$ cat src/rtl/reg_bank.sv
// -----------------------------------------------------------------------------
// reg_bank
//   Bank of DEPTH registers, WIDTH bits each, with one write port, two
//   independent registered read ports and a sequenced clear-all engine that
//   zeroes one entry per cycle.
//
// Parameters
//   WIDTH  bits per entry (>= 1)
//   DEPTH  number of entries (>= 2, any value; out-of-range addresses are
//          write-dropped and read as zero)
//   AW     address width, $clog2(DEPTH), not overridable
//
// Ports
//   clk, rst_n                  clock, async active-low reset
//   we, waddr, wdata            write port (accepted only while idle)
//   re_a, raddr_a -> rdata_a    registered read port A (holds when re_a=0)
//   re_b, raddr_b -> rdata_b    registered read port B (holds when re_b=0)
//   clr                         start a clear sweep (ignored while busy)
//   busy                        sweep in progress
//   done                        one-cycle pulse after the last entry is swept
//
// Build option
//   REG_BANK_BYPASS_EN  defined   : write-first reads. A read that hits the
//                                   entry written or swept in the same cycle
//                                   returns wdata / zero.
//                       undefined : read-first reads, no forwarding logic.
// -----------------------------------------------------------------------------
module reg_bank #(
    parameter  int WIDTH = 16,
    parameter  int DEPTH = 8,
    localparam int AW    = $clog2(DEPTH)
) (
    input  logic             clk,
    input  logic             rst_n,
    input  logic             we,
    input  logic [AW-1:0]    waddr,
    input  logic [WIDTH-1:0] wdata,
    input  logic             re_a,
    input  logic [AW-1:0]    raddr_a,
    output logic [WIDTH-1:0] rdata_a,
    input  logic             re_b,
    input  logic [AW-1:0]    raddr_b,
    output logic [WIDTH-1:0] rdata_b,
    input  logic             clr,
    output logic             busy,
    output logic             done
);

    // state | meaning
    // ------+-------------------------------------------------------------
    // IDLE  | normal operation; writes accepted, clr starts a sweep
    // CLEAR | sweeping; entry[ptr] zeroed each cycle, writes/clr ignored
    typedef enum logic {
        IDLE  = 1'b0,
        CLEAR = 1'b1
    } state_t;

    localparam logic [AW-1:0] LAST_IDX = AW'(DEPTH - 1);

    state_t           state_q, state_d;
    logic [AW-1:0]    ptr_q, ptr_d;
    logic             done_q, done_d;
    logic [WIDTH-1:0] mem_q [DEPTH];
    logic [WIDTH-1:0] mem_d [DEPTH];
    logic [WIDTH-1:0] rdata_a_q, rdata_a_d;
    logic [WIDTH-1:0] rdata_b_q, rdata_b_d;

    // Write accepted this cycle: idle and address decodes to a real entry.
    logic             wr_ok;

    always_comb begin
        wr_ok = 1'b0;
        for (int i = 0; i < DEPTH; i++) begin
            if (we && (state_q == IDLE) && (waddr == AW'(i))) begin
                wr_ok = 1'b1;
            end
        end
    end

    // Address decode by comparison keeps out-of-range reads at zero without
    // indexing past the end of the array when DEPTH is not a power of two.
    function automatic logic [WIDTH-1:0] read_word(input logic [AW-1:0] addr);
        logic [WIDTH-1:0] val;
        val = '0;
        for (int i = 0; i < DEPTH; i++) begin
            if (addr == AW'(i)) begin
                val = mem_q[i];
            end
        end
`ifdef REG_BANK_BYPASS_EN
        if (wr_ok && (addr == waddr)) begin
            val = wdata;
        end
        if ((state_q == CLEAR) && (addr == ptr_q)) begin
            val = '0;
        end
`endif
        return val;
    endfunction

    always_comb begin
        rdata_a_d = rdata_a_q;
        rdata_b_d = rdata_b_q;
        if (re_a) begin
            rdata_a_d = read_word(raddr_a);
        end
        if (re_b) begin
            rdata_b_d = read_word(raddr_b);
        end
    end

    // Write and sweep never coincide: writes are only accepted in IDLE.
    always_comb begin
        for (int i = 0; i < DEPTH; i++) begin
            mem_d[i] = mem_q[i];
            if (wr_ok && (waddr == AW'(i))) begin
                mem_d[i] = wdata;
            end
            if ((state_q == CLEAR) && (ptr_q == AW'(i))) begin
                mem_d[i] = '0;
            end
        end
    end

    always_comb begin
        state_d = state_q;
        ptr_d   = ptr_q;
        done_d  = 1'b0;
        case (state_q)
            IDLE: begin
                if (clr) begin
                    state_d = CLEAR;
                    ptr_d   = '0;
                end
            end
            CLEAR: begin
                if (ptr_q == LAST_IDX) begin
                    state_d = IDLE;
                    ptr_d   = '0;
                    done_d  = 1'b1;
                end else begin
                    ptr_d = ptr_q + AW'(1);
                end
            end
            default: begin
                state_d = IDLE;
                ptr_d   = '0;
            end
        endcase
    end

    always_ff @(posedge clk or negedge rst_n) begin
        if (!rst_n) begin
            state_q   <= IDLE;
            ptr_q     <= '0;
            done_q    <= 1'b0;
            rdata_a_q <= '0;
            rdata_b_q <= '0;
            for (int i = 0; i < DEPTH; i++) begin
                mem_q[i] <= '0;
            end
        end else begin
            state_q   <= state_d;
            ptr_q     <= ptr_d;
            done_q    <= done_d;
            rdata_a_q <= rdata_a_d;
            rdata_b_q <= rdata_b_d;
            for (int i = 0; i < DEPTH; i++) begin
                mem_q[i] <= mem_d[i];
            end
        end
    end

    assign rdata_a = rdata_a_q;
    assign rdata_b = rdata_b_q;
    assign busy    = (state_q == CLEAR);
    assign done    = done_q;

endmodule

$ cat config.mk
export PLATFORM = sky130hd
export DESIGN_NAME = reg_bank
export DESIGN_NICKNAME = d
export VERILOG_FILES = /design/src/rtl/reg_bank.sv
export SDC_FILE = /design/constraint.sdc
export NUM_CORES = 1
export LEC_CHECK = 0
export ABC_AREA = 1
export BUFFER_PORTS_ARGS = -buffer_cell sky130_fd_sc_hd__buf_4
export CORE_UTILIZATION = 40
export CTS_CLUSTER_SIZE = 20
export DETAILED_ROUTE_END_ITERATION = 10
export HOLD_SLACK_MARGIN = 0.03
export SYNTH_ARGS = -nofsm -noshare
export SYNTH_HDL_FRONTEND = slang
export SYNTH_SLANG_ARGS = --single-unit
$ cat constraint.sdc
create_clock -name clk -period 1.6 [get_ports clk]
set_input_delay 0 -clock clk [delete_from_list [all_inputs] [get_ports clk]]
set_output_delay 0 -clock clk [all_outputs]
set_load 0.02 [all_outputs]
==> impl_table.tex <==
\begin{tabular}{lr}
\hline
Metric & Value \\
\hline
\multicolumn{2}{l}{\textbf{Setup path}} \\
\quad Slack of the worst reg-to-reg path & around 0.13 ns \\
\quad Max FO, Critical Path & 15 \\
\quad Critical Path End & mem\_q[9]\$\_DFFE\_PN0P\_ \\
\quad Data arrival, critical path & between 1.5 and 2 ns \\
\quad Crit path capture type & flip-flop \\
\quad Reg-to-reg critical path startpoint & ptr\_q[0]\$\_DFFE\_PN0P\_ \\
\quad Start point of the critical path & ptr\_q[0]\$\_DFFE\_PN0P\_ \\
\quad Critical register-to-register path endpoint & mem\_q[9]\$\_DFFE\_PN0P\_ \\
\quad FF-to-FF path depth & 6 \\
\quad Kind of critical path & reg -> reg \\
\quad Startpoint class of the critical path & flip-flop \\
\quad Data required time at the worst endpoint & just under 2 ns \\
\multicolumn{2}{l}{\textbf{Floorplan}} \\
\quad Overall die height & around 150 um \\
\quad Row count & between 50 and 60 \\
\quad Area of the core & between 20000 and 25000 um2 \\
\quad I/O Pins & between 60 and 70 \\
\quad Starting utilization of the core area & roughly 41\% \\
\quad Horiz. Die Dim & roughly 150 um \\
\quad Die area & about 21000 um2 \\
\multicolumn{2}{l}{\textbf{Final layout}} \\
\quad Total area of multi-input combinational cells & around 3500 um2 \\
\quad Post-route cell area & 10100 um2 \\
\quad End-of-flow core utilization & between 40 and 50\% \\
\quad Commonest non-fill, non-tap cell in the layout & sky130\_fd\_sc\_hd\_\_nand2\_1 \\
\quad Fin nets & $\sim$1200 \\
\quad Top library cells by usage in the layout, fill and taps aside & sky130\_fd\_sc\_hd\_\_nand2\_1 (193), sky130\_fd\_sc\_hd\_\_dfrtp\_1 (165), sky130\_fd\_sc\_hd\_\_nand3\_1 (152) \\
\quad Filler instances & around 2000 \\
\quad Antenna fix cells & 0 \\
\quad Layout area overhead & 21.8\% \\
\quad Final non-filler cell total & about 1400 \\
\quad Share of post-route cells with drive strength above 1 & between 10\% and 20\% \\
\quad Storage element area & between 4000 and 5000 um2 \\
\multicolumn{2}{l}{\textbf{Clock tree}} \\
\quad Number of buffers on the longest clock path & 2 \\
\quad Buffer type at the clock tree root & sky130\_fd\_sc\_hd\_\_clkbuf\_16 \\
\quad Clock tree from TritonCTS & done \\
\quad Clk sinks & roughly 170 \\
\quad Clock slew seen by the registers of the worst setup and hold paths & about 0.06 ns \\
\quad Clock insertion delay at the later pin of the skew report & around 0.43 ns \\
\quad Number of clock buffers inserted by TritonCTS & 17 \\
\quad Depth of the CTS H-tree & 4 \\
\multicolumn{2}{l}{\textbf{STA}} \\
\quad Setup repair after global routing missed its margin & false \\
\quad Setup WS post-layout & 0.131 ns \\
\quad Number of hold violations in the final report & 0 \\
\quad Max\_slew headroom & about a fifth \\
\quad Setup TNS & 0 ns \\
\quad Final-layout worst hold slack & approximately 0.024 ns \\
\quad Slew at the pin closest to its max-slew limit & 1.19 ns \\
\quad Max-slew violation total from the final report & 0 \\
\quad Final Critical Period & 1.47 ns \\
\quad Period utilisation layout & 91.8\% \\
\quad Worst setup skew after layout & 0.00854 ns \\
\quad Maximum clock frequency & between 600 and 700 MHz \\
\quad Number of endpoints failing setup at the final stage & 0 \\
\multicolumn{2}{l}{\textbf{Routing}} \\
\quad DRC marker count from the first detailed-route iteration & between 700 and 800 \\
\quad Vias per Instance & $\sim$5.7 \\
\quad Number of iterations in the first detailed-routing pass & 5 \\
\quad Final Routed Wirelength & 26.4 mm \\
\quad Per-cell routed wire length & 18.8 um \\
\quad Post-route DRC violation count & 0 \\
\quad Remaining antenna violation count & 0 \\
\quad Vias after detailed routing & between 8000 and 9000 \\
\multicolumn{2}{l}{\textbf{Pwr}} \\
\quad Power density normalized to cell area & $\sim$1400 nW/um2 \\
\quad Worst VDD drop & 941 uV \\
\quad Clock share of power & a little under a third \\
\quad Switching power share of the total & between 30\% and 40\% \\
\quad Fraction of power consumed by sequential logic & around 43\% \\
\quad Logic gate share of total power & a little over a quarter \\
\quad Standby leakage power & between 4 and 5 nW \\
\quad Internal power consumption & just over 9 mW \\
\quad Sum of internal, switching and leakage power & approximately 14 mW \\
\quad Switching pwr & between 4 and 5 mW \\
\multicolumn{2}{l}{\textbf{Global route}} \\
\quad Vias in the first global route & slightly below 8000 \\
\quad Grt ovf & 0 \\
\quad Aggregate global-route resource usage & approximately 26\% \\
\quad Number of antenna violations at the first check in global routing & 0 \\
\quad First-pass GRT wire length & $\sim$43 mm \\
\quad Largest net degree at the start of global routing & 35 \\
\multicolumn{2}{l}{\textbf{Place}} \\
\quad HPWL Detailed & about 18 mm \\
\quad Post-Place Cells & 1362 \\
\quad Instance area after placement & roughly 9300 um2 \\
\quad Worst slack after detailed placement & -0.0150 ns \\
\quad Placer congestion estimate & 0.901 \\
\quad Port Buffer Count & 64 \\
\multicolumn{2}{l}{\textbf{Job}} \\
\quad Max-cap violations & 0 \\
\multicolumn{2}{l}{\textbf{Yosys}} \\
\quad Combined area of all synthesized cells & roughly 8300 um2 \\
\quad Number of distinct library cells after synthesis & 20 \\
\quad Sequential element share of the synthesized area & approximately 50\% \\
\quad Yosys warns & 0 \\
\quad Nets in the synthesized netlist & about 1100 \\
\quad \#FFs+latches synth & $\sim$170 \\
\quad Average cell area after synthesis & 7.94 um2 \\
\quad Number of instances in the synthesized netlist & 1040 \\
\multicolumn{2}{l}{\textbf{Run status}} \\
\quad Outcome & finished clean \\
\multicolumn{2}{l}{\textbf{Worst hold path}} \\
\quad Path category of the worst min-delay check & in -> reg \\
\hline
\end{tabular}
flip-flops by register name (all words and copies together) (netlist names):
name     flops
done         1
rdata_a     16
mem_q      128
ptr_q        3
busy         1
rdata_b     16
how the worst min path moves through the flow:
| stage | end | start | slack [ns] | depth (start not counted) |
|---|---|---|---|---|
| 2_1_floorplan | busy$_DFF_PN0_ | rst_n | -0.30 | 0 |
| 3_3_place_gp | mem_q[101]$_DFFE_PN0P_ | rst_n | -0.08 | 1 |
| 3_5_place_dp | mem_q[101]$_DFFE_PN0P_ | rst_n | -0.08 | 1 |
| 4_1_cts | mem_q[102]$_DFFE_PN0P_ | wdata[6] | 0.03 | 3 |
| 5_1_grt | mem_q[117]$_DFFE_PN0P_ | wdata[5] | 0.04 | 3 |
| 6_report | mem_q[101]$_DFFE_PN0P_ | wdata[5] | 0.02 | 3 |
power by group through the flow:
stage	clock [mW]	sequential, mW	combinational (mW)
after CTS	4.22	6.01	3.64
after detailed placement	0	6.07	3.60
after global routing	4.39	6.15	4.08
final	4.18	6.02	3.66
after global placement	0	6.06	3.54
after floorplan	0	6.06	2.01
synthesized netlist by cell type, drive strengths merged:
master	number	area [um2]
nand3	152	761
nor3	12	111
nor2	78	295
dfrtp	165	4130
nand3b	1	7.51
inv	88	330
buf	25	120
o22ai	45	282
o21ai	85	425
a21oi	72	360
clkbuf	40	150
nand2	194	728
ha	6	75.1
o31ai	1	7.51
nand4	76	475
layer usage:
layer	part of all wire, %	track usage, %	wire (um)	vias up
li1	-	-	-	3747
met1	42	34.2	11200	3892
met2	50	43.8	13100	321
met3	5.9	4.14	1560	54
met4	2.2	7.42	583	0
met5	0	0	0	-
critical path, stage by stage (launching register included):
cell and delay (ns):
sky130_fd_sc_hd__dfrtp_1 0.40, sky130_fd_sc_hd__ha_1 0.23, sky130_fd_sc_hd__ha_1 0.20, sky130_fd_sc_hd__nand2_1 0.14
sky130_fd_sc_hd__nand2_1 0.07, sky130_fd_sc_hd__buf_4 0.20, sky130_fd_sc_hd__o22ai_1 0.13
area by class of cell:
| type | count | area share (%) |
|---|---|---|
| Inverter | 88 | 3.28 |
| Clock inverter | 10 | 1.33 |
| Tap cell | 270 | 3.36 |
| Sequential cell | 165 | 41.1 |
| Multi-Input combinational cell | 722 | 35.2 |
| Clock buffer | 19 | 4.40 |
| Timing Repair Buffer | 133 | 11.3 |
kinds of logic (layout without fill, tap and decap cells):
| family | Yosys count | in the layout | share of synthesized area, % |
|---|---|---|---|
| adder cells (fa/ha/maj) | 6 | 6 | 0.909 |
| AND/OR/NAND/NOR | 513 | 513 | 28.8 |
| AO/OA/AOI/OAI | 203 | 203 | 13.0 |
| flip-flops | 165 | 165 | 50.0 |
| buffers and inverters | 153 | 250 | 7.27 |
timing repair:
action | CTS | global route
hold buffers | 15 | 0
endpoints found under the hold margin | 220 | 0
buffers inserted | 0 | 1
setup endpoints to repair | 0 | 8
resized for setup | 0 | 1
Note: power is estimated with default switching activity, not from simulation.
